--- config.mk ---
export PLATFORM = sky130hd
export DESIGN_NAME = mem_access_unit
export DESIGN_NICKNAME = d
export VERILOG_FILES = /design/src/rtl/nq_pkg.sv /design/src/rtl/mem_tmo_counter.sv /design/src/rtl/mem_access_unit.sv
export SDC_FILE = /design/constraint.sdc
export NUM_CORES = 1
export LEC_CHECK = 0
export ABC_AREA = 0
export BUFFER_PORTS_ARGS = -buffer_cell sky130_fd_sc_hd__buf_2
export CORE_UTILIZATION = 35
export CTS_CLUSTER_SIZE = 8
export DETAILED_ROUTE_END_ITERATION = 8
export PLACE_DENSITY = 0.72
export SETUP_SLACK_MARGIN = 0.1
export SLEW_MARGIN = 15
export SYNTH_ARGS = -nofsm -noshare
export SYNTH_HDL_FRONTEND = slang
export SYNTH_SLANG_ARGS = --single-unit
--- constraint.sdc ---
create_clock -name clk -period 1.41 [get_ports clk]
set_input_delay 0.141 -clock clk [delete_from_list [all_inputs] [get_ports clk]]
set_output_delay 0.141 -clock clk [all_outputs]
set_load 0.01 [all_outputs]
--- src/rtl/nq_pkg.sv ---
// Shared encodings for the nq core: instruction formats, memory opcodes,
// store byte-lane selects and the memory access unit state type.
package nq_pkg;

    typedef enum logic [1:0] {
        FMT_RTYPE,
        FMT_ITYPE,
        FMT_JTYPE,
        FMT_BTYPE
    } instrFmt_e;

    localparam logic [3:0] OP_LUI = 4'b1000;
    localparam logic [3:0] OP_LBI = 4'b1001;
    localparam logic [3:0] OP_SUI = 4'b1010;
    localparam logic [3:0] OP_SBI = 4'b1011;
    localparam logic [3:0] OP_LW  = 4'b1100;
    localparam logic [3:0] OP_SW  = 4'b1101;

    localparam logic [1:0] BSEL_WORD = 2'b11;
    localparam logic [1:0] BSEL_HI   = 2'b10;
    localparam logic [1:0] BSEL_LO   = 2'b01;
    localparam logic [1:0] BSEL_NONE = 2'b00;

    typedef enum logic [1:0] {
        ST_IDLE,
        ST_BUS,
        ST_DONE
    } memState_e;

    // A store that writes no lanes is rejected together with a load+store clash.
    function automatic logic isLegalReq(input logic rd, input logic wr, input logic [1:0] bsel);
        return (rd ^ wr) && !(wr && (bsel == BSEL_NONE));
    endfunction

endpackage

--- src/rtl/mem_tmo_counter.sv ---
// Watchdog counter for the memory bus wait: counts enabled cycles since the
// last clear and flags the cycle in which the LIMIT-th cycle is reached.
module mem_tmo_counter #(
    parameter int LIMIT = 64
) (
    input  logic clk_i,
    input  logic rst_n_i,
    input  logic clear_i,
    input  logic enable_i,
    output logic expired_o
);

    localparam int CW = (LIMIT > 1) ? $clog2(LIMIT) : 1;
    localparam logic [CW-1:0] LAST = CW'(LIMIT - 1);

    logic [CW-1:0] count_q;
    logic [CW-1:0] count_d;

    // Saturates at LAST so a held enable never wraps back to an early value.
    always_comb begin
        count_d = count_q;
        if (clear_i) begin
            count_d = '0;
        end else if (enable_i && (count_q != LAST)) begin
            count_d = count_q + CW'(1);
        end
    end

    assign expired_o = enable_i && !clear_i && (count_q == LAST);

    always_ff @(posedge clk_i) begin
        if (!rst_n_i) begin
            count_q <= '0;
        end else begin
            count_q <= count_d;
        end
    end

endmodule

--- src/rtl/mem_access_unit.sv ---
// MEM-stage load/store sequencer driving a req/ack data-memory bus and the
// pipeline stall. Define MEM_TIMEOUT_EN to add a watchdog on the bus wait.
module mem_access_unit
    import nq_pkg::*;
#(
    parameter int AW         = 16,
    parameter int DW         = 16,
    parameter int TMO_CYCLES = 64
) (
    input  logic          clk,
    input  logic          rst_n,
    input  logic          memRd_flg,
    input  logic          memWrt_flg,
    input  logic [1:0]    byte_sel,
    input  logic [AW-1:0] addr,
    input  logic [DW-1:0] wdata,
    output logic [DW-1:0] rdata,
    output logic          rd_valid,
    output logic          stall_flg,
    output logic          acc_err,
    output logic          mem_req,
    output logic          mem_we,
    output logic [AW-1:0] mem_addr,
    output logic [DW-1:0] mem_wdata,
    output logic [1:0]    mem_be,
    input  logic          mem_ack,
    input  logic [DW-1:0] mem_rdata
);

    memState_e     state_q;
    logic          isLoad_q;
    logic          memReq_q;
    logic          memWe_q;
    logic [AW-1:0] memAddr_q;
    logic [DW-1:0] memWdata_q;
    logic [1:0]    memBe_q;
    logic [DW-1:0] rdata_q;
    logic          rdValid_q;
    logic          accErr_q;

    logic legalReq;
    logic illegalReq;
    logic tmoExpired;

    assign legalReq   = isLegalReq(memRd_flg, memWrt_flg, byte_sel);
    assign illegalReq = (memRd_flg | memWrt_flg) & ~legalReq;

`ifdef MEM_TIMEOUT_EN
    // Held clear outside BUS, so every bus access starts counting from zero.
    mem_tmo_counter #(
        .LIMIT(TMO_CYCLES)
    ) u_tmo (
        .clk_i    (clk),
        .rst_n_i  (rst_n),
        .clear_i  (state_q != ST_BUS),
        .enable_i ((state_q == ST_BUS) && !mem_ack),
        .expired_o(tmoExpired)
    );
`else
    logic unusedTmo;
    assign unusedTmo  = (TMO_CYCLES == 0);
    assign tmoExpired = 1'b0;
`endif

    always_ff @(posedge clk) begin
        if (!rst_n) begin
            state_q    <= ST_IDLE;
            isLoad_q   <= 1'b0;
            memReq_q   <= 1'b0;
            memWe_q    <= 1'b0;
            memAddr_q  <= '0;
            memWdata_q <= '0;
            memBe_q    <= '0;
            rdata_q    <= '0;
            rdValid_q  <= 1'b0;
            accErr_q   <= 1'b0;
        end else begin
            rdValid_q <= 1'b0;
            case (state_q)
                ST_IDLE: begin
                    if (legalReq) begin
                        memAddr_q  <= addr;
                        memWdata_q <= wdata;
                        memBe_q    <= memRd_flg ? BSEL_WORD : byte_sel;
                        memReq_q   <= 1'b1;
                        memWe_q    <= memWrt_flg;
                        isLoad_q   <= memRd_flg;
                        state_q    <= ST_BUS;
                    end else if (illegalReq) begin
                        accErr_q <= 1'b1;
                    end
                end
                ST_BUS: begin
                    if (mem_ack) begin
                        memReq_q <= 1'b0;
                        memWe_q  <= 1'b0;
                        if (isLoad_q) begin
                            rdata_q   <= mem_rdata;
                            rdValid_q <= 1'b1;
                        end
                        state_q <= ST_DONE;
                    end else if (tmoExpired) begin
                        memReq_q <= 1'b0;
                        memWe_q  <= 1'b0;
                        accErr_q <= 1'b1;
                        state_q  <= ST_DONE;
                    end
                end
                // Flags seen here still belong to the retiring instruction.
                ST_DONE: state_q <= ST_IDLE;
                default: state_q <= ST_IDLE;
            endcase
        end
    end

    assign stall_flg = rst_n & (((state_q == ST_IDLE) & legalReq) | (state_q == ST_BUS));

    assign rdata     = rdata_q;
    assign rd_valid  = rdValid_q;
    assign acc_err   = accErr_q;
    assign mem_req   = memReq_q;
    assign mem_we    = memWe_q;
    assign mem_addr  = memAddr_q;
    assign mem_wdata = memWdata_q;
    assign mem_be    = memBe_q;

endmodule

==> impl_metrics.ini, run 1 <==
[status]
status = complete, no violations

[sta]
rsz0062_at_grt = yes
post-route-period-util_pct = 91.5
tns_ps = 0
measured_slew_at_the_worst_slew_check_pin_ps = 357
finalClockSkew_ps = 9.69
achievable-frequency_mhz = 775
report.final.slew_viol_count = 0
finalSetupViolCount = 0
timing.max_slew.rel_slack_pct = 75.6
timing_hold_violations_final = 0
period_minus_slack_ps = 1290

[detailed_routing]
uppermost_metal_layer_occupied_by_signal_nets = met4
drc = 0
detail_route.vias_per_cell = 4.54
final_antenna_violating_net_count = 0
routed-wl-met3_um = 350
drt-met1-wl_mm = 2.24
vias = 2027
detailedRoute.firstPassIterationCount = 6
first_iter_violations = 40
routed_wire_length_per_instance_um = 11.5
final_routed_wirelength_mm = 5.11
detailed_routed_wire_length_on_met2_mm = 2.45

[global_routing]
grt_max_degree = 34
grt_first_pass_wirelength_mm = 7.54
grt_pass1_vias = 1728
antenna_found_initial = 0
gr_usage_total_pct = 14.6
global_route_total_overflow = 0

[cts]
tritoncts = yes
clk_pin_slew_worst_paths_ps = 70
clock_tree.root_cell = clkbuf_8
clkSinkCount = 57
worst_skew_pair.late_latency_ps = 320
h_tree_depth = 3
cts_hold_buffers = 0
cts_buffers = 9
clk_path_buf_depth = 2

[logic_synthesis]
synth_sequential_area_ratio_pct = 50.3
yosysWarnings = 0
syn_inst = 254
synth_area_leader_cell = dfxtp_1
synth_top_area_share_pct = 50.3
synthesis.area_um2 = 2270
synthTopCellsByArea = dfxtp_1, mux2i_1, nand2_1
synth.net_count = 310
ys_seq_elements = 57
synth.distinct_cells = 24
mean_cell_area_of_the_mapped_netlist_um2 = 8.94

[cells_and_area]
final_design_area_no_fill_um2 = 3120
fin_nets = 422
syn_to_final_growth_pct = 37.7
antenna_cells_inserted = 0
post_route_cells_drive_above_1_share_pct = 38.5
utilization_pct = 51.3

[floorplanning]
core_area_um2 = 6100
die_area_um2 = 6810
io_pins = 110
initial_core_util_pct = 37.2
overall_die_height_um = 82.5
dieWidth_um = 82.5
rows = 28

[power_and_ir_drop]
clkPwrFrac_pct = 38.7
switchingPower_uw = 1060
pwr_density_cell_nw_per_um2 = 1270
switching_share_pct = 26.6
power_frac_comb_pct = 16.5
static-leakage-power_uw = 0.00154
max_ir_drop_vdd_v = 0.000749
power_report.internal_total_uw = 2920
sequentialPowerShare_pct = 44.8

[worst_hold_path]
hold_path_class = input pin to register
worst_hold_path_cells = 3

[critical_path]
worstRegToRegCells = 5
worst_setup_path_start_kind = register
critPathArrivalTime_ps = 1150
kind_of_end_point_of_the_critical_path = output pin
cp_data_required_time_ps = 1270
worstSetupPathType = register to output pin
max_fo_critical_path = 6

[placed_design]
port_buffers = 109
detailedPlacementHpwl_mm = 3.57
cell_area_after_placement_um2 = 2860
rd_place_congestion = 0.669

[job]
cap_viol_max_count = 0
layout by cell type, fill, tap and decap left out, drive strengths merged, types with 2 or more instances in the layout:
master / instances
mux2i: 36
o21ai: 18
clkbuf: 11
nand3: 18
dfxtp: 57
inv: 4
nand2: 86
buf: 119
a21oi: 2
nor2: 3
clkinv: 3
clkinvlp: 2
metrics by stage:
step                      setup slack [ps]  cells  power, uW  hold WS (ps)
after floorplan                        196    254       2220           274
after global placement                 151    427       2420           377
after detailed placement               102    427       2430           386
after CTS                              104    445       4010          35.1
after global routing                  26.4    446       4190          38.1
final                                  119    446       3980          48.7
cells by family (layout without fill, tap and decap cells):
family,count (synthesis),after routing,share of synthesized area (%)
and+or+nand+nor,114,114,21.2
DFF,57,57,50.3
buffers and inverters,23,140,6.73
adders and majority gates,1,1,0.551
muxes,36,36,15.9
AOI/OAI and AO/OA,23,23,5.40
power by group through the flow:
| stage | sequential (uW) | clock (uW) | combinational (uW) |
|---|---|---|---|
| 3_5_place_dp | 1820 | 0 | 618 |
| 4_1_cts | 1780 | 1590 | 641 |
| 3_3_place_gp | 1810 | 0 | 605 |
| 5_1_grt | 1800 | 1670 | 720 |
| 6_report | 1780 | 1540 | 656 |
| 2_1_floorplan | 1870 | 0 | 356 |
final timing paths:
| path | start | endpoint | slack (ps) |
|---|---|---|---|
| min reg2reg | mem_addr[13] | mem_addr[13] | 450 |
| max | state_q[1] | stall_flg | 120 |
| max reg2reg | state_q[1] | mem_wdata[9] | 150 |
| min | mem_rdata[4] | rdata[4] | 50 |
registers in the layout, indices dropped and copies added, names as in the netlist:
signal and flops:
mem_req 1, mem_addr 16, mem_wdata 16, rd_valid 1
isLoad_q 1, mem_we 1, rdata 16, state_q 2
acc_err 1, mem_be 2
what timing repair did:
action / CTS / global route
gates cloned: 0 / 1
resized for setup: 7 / 0
pin swaps: 2 / 0
setup endpoints to repair: 1 / 5
buffers inserted: 2 / 0
final cells by class:
type / count / area (um2)
inverter: 4 / 15.0
clock inverter: 6 / 67.6
clock buffer: 10 / 138
timing repair buffer: 120 / 674
sequential: 57 / 1140
tap: 75 / 93.8
multi-input combinational: 174 / 992
fill: 614 / 2970
synth_stat cells, drive strengths merged:
cell type,number
a2111oi,1
a21oi,2
a31oi,1
and3,1
buf,7
clkbuf,12
dfxtp,57
ha,1
inv,4
mux2i,36
nand2,86
nand2b,1
nand3,18
nand3b,1
nand4b,1
nor2,3
nor2b,1
nor3,1
o21a,1
o21ai,18
or3b,1
per-layer routing:
| metal | vias to the layer above | global-route usage, % |
|---|---|---|
| li1 | 1060 | - |
| met1 | 900 | 16.5 |
| met2 | 59 | 24.6 |
| met3 | 8 | 5.16 |
| met4 | 0 | 6.72 |
| met5 | - | 0 |
critical path, stage by stage, from the launching register on:
cell and delay [ps]:
dfxtp_2 360, nor2_4 100, nand3_2 110, a21oi_2 120, buf_2 140
No activity file was read; power rests on OpenSTA's default activity.
==> inputs of run 2 (changes only) <==
--- a/config.mk
+++ b/config.mk
@@ -7,10 +7,13 @@
 export LEC_CHECK = 0
 export ABC_AREA = 0
 export BUFFER_PORTS_ARGS = -buffer_cell sky130_fd_sc_hd__buf_2
-export CORE_UTILIZATION = 35
+export CELL_PAD_IN_SITES_DETAIL_PLACEMENT = 1
+export CELL_PAD_IN_SITES_GLOBAL_PLACEMENT = 1
+export CORE_MARGIN = 2
+export CORE_UTILIZATION = 32
 export CTS_CLUSTER_SIZE = 8
 export DETAILED_ROUTE_END_ITERATION = 8
-export PLACE_DENSITY = 0.72
+export PLACE_DENSITY = 0.87
 export SETUP_SLACK_MARGIN = 0.1
 export SLEW_MARGIN = 15
 export SYNTH_ARGS = -nofsm -noshare
==> impl_metrics.ini, run 2 (synthesized netlist as in run 1, its figures left out) <==
[status]
status = complete, no violations

[global_routing]
grtUsageMet1_pct = 17.0
grt_pass1_vias = 1991
grt_max_degree = 35
grt.met3_usage_pct = 3.73
grt_busiest_layer = met2
global_route_total_overflow = 0
gr_usage_total_pct = 15.2
grt_first_pass_wirelength_mm = 9.09
grtUsageMet2_pct = 26.4
antenna_found_initial = 0

[cts]
cts_buffers = 9
cts_hold_buffers = 0
clk_pin_slew_worst_paths_ps = 60
h_tree_depth = 3
clock_tree.root_cell = clkbuf_8
worst_skew_pair.late_latency_ps = 330
clkSinkCount = 57
clk_path_buf_depth = 2
tritoncts = yes

[floorplanning]
core_area_um2 = 6830
initial_core_util_pct = 33.2
die_area_um2 = 7780
overall_die_height_um = 88.2
rows = 30
io_pins = 110
dieWidth_um = 88.2

[detailed_routing]
final_routed_wirelength_mm = 6.13
detailedRoute.firstPassIterationCount = 3
final_antenna_violating_net_count = 0
drc = 0
first_iter_violations = 40
routed_wire_length_per_instance_um = 13.1
detail_route.vias_per_cell = 4.53
vias = 2115

[sta]
measured_slew_at_the_worst_slew_check_pin_ps = 357
timing.max_slew.rel_slack_pct = 75.6
timing_hold_violations_final = 0
rsz0062_at_grt = yes
period_minus_slack_ps = 1310
finalHoldWorstSlack_ps = 44.2
post-route-period-util_pct = 93.0
finalSetupViolCount = 0
achievable-frequency_mhz = 762
finalClockSkew_ps = 7.89
tns_ps = 0
report.final.slew_viol_count = 0

[critical_path]
kind_of_end_point_of_the_critical_path = output pin
critPathArrivalTime_ps = 1170
worst-r2r-setup-slack_ps = 170
cp_data_required_time_ps = 1270
r2r_start = state_q[1]
worstSetupPathType = register to output pin
worst_r2r_endpoint = mem_addr[8]
max_fo_critical_path = 6
worstRegToRegCells = 5
worst_setup_path_start_kind = register

[worst_hold_path]
worst_hold_path_cells = 3
hold_path_class = input pin to register
worst_hold_start = mem_rdata[13]
worst_hold_path.endpoint = rdata[13]

[placed_design]
port_buffers = 109
rd_place_congestion = 0.775
detailedPlacementHpwl_mm = 4.40

[cells_and_area]
most-common-layout-cells = buf_2, nand2_1, dfxtp_1
fin_nets = 422
syn_to_final_growth_pct = 37.4
layout_commonest_cell = buf_2
antenna_cells_inserted = 0
post_route_cells_drive_above_1_share_pct = 37.7

[power_and_ir_drop]
pwr_density_cell_nw_per_um2 = 1250
max_ir_drop_vdd_v = 0.000523
static-leakage-power_uw = 0.00154

[job]
cap_viol_max_count = 0
run 2: cell types whose count changed in the layout (fill, tap and decap cells not counted), sizes merged:
cell	change
clkbuf	+2
clkinvlp	-2
buf	+1
clkinv	-1
run 2: cell type report:
cell class | count | area [um2]
sequential | 57 | 1150
tap | 96 | 120
clock inverter | 3 | 40.0
multi-input combinational | 174 | 992
fill | 882 | 3710
inverter | 4 | 15.0
clock buffer | 13 | 149
timing repair buffer | 120 | 657
run 2: what timing repair did:
item / in CTS / in global routing
buffers inserted: 2 / 2
pin swaps: 2 / 1
endpoints found under the hold margin: 0 / 0
setup endpoints to repair: 1 / 32
gates resized for setup: 7 / 1
run 2: metal layers:
metal | wire length (um) | part of all wire, %
met5 | 0 | 0
met4 | 167 | 2.7
met3 | 321 | 5.2
met2 | 3100 | 51
met1 | 2540 | 41
run 2: stage by stage:
step	util, %	instance area (um2)	std cells	setup slack [ps]	total power, uW
after floorplan	-	2270	254	196	2220
after global placement	42.1	2880	447	80.9	2420
after detailed placement	42.1	2880	447	18.0	2450
after CTS	45.4	3100	465	87.1	3970
after global routing	45.7	3120	467	33.5	4120
final	45.7	3120	467	98.2	3910
run 2: how the worst max path moves through the flow:
stage / to / cells past startpoint / startpoint / slack (ps)
finish: stall_flg / 4 / state_q[1] / 100
global route: stall_flg / 4 / state_q[1] / 30
CTS: stall_flg / 4 / state_q[0] / 90
detailed placement: mem_addr[8] / 6 / memRd_flg / 20
global placement: mem_wdata[1] / 6 / memRd_flg / 80
floorplan: mem_be[1] / 5 / byte_sel[1] / 200
run 2: critical path, cell delays in order (launching register included):
cell	delay, ps
dfxtp_4	360
nor2_4	100
nand3_2	120
a21oi_2	130
buf_2	150
run 2: report_power, final:
part	leakage [uW]	switching, uW	internal [uW]
Sequential	0.000467	61.3	1730
Combinational	0.000971	340	319
Clock	0.0000974	604	861
Total	0.00154	1010	2900
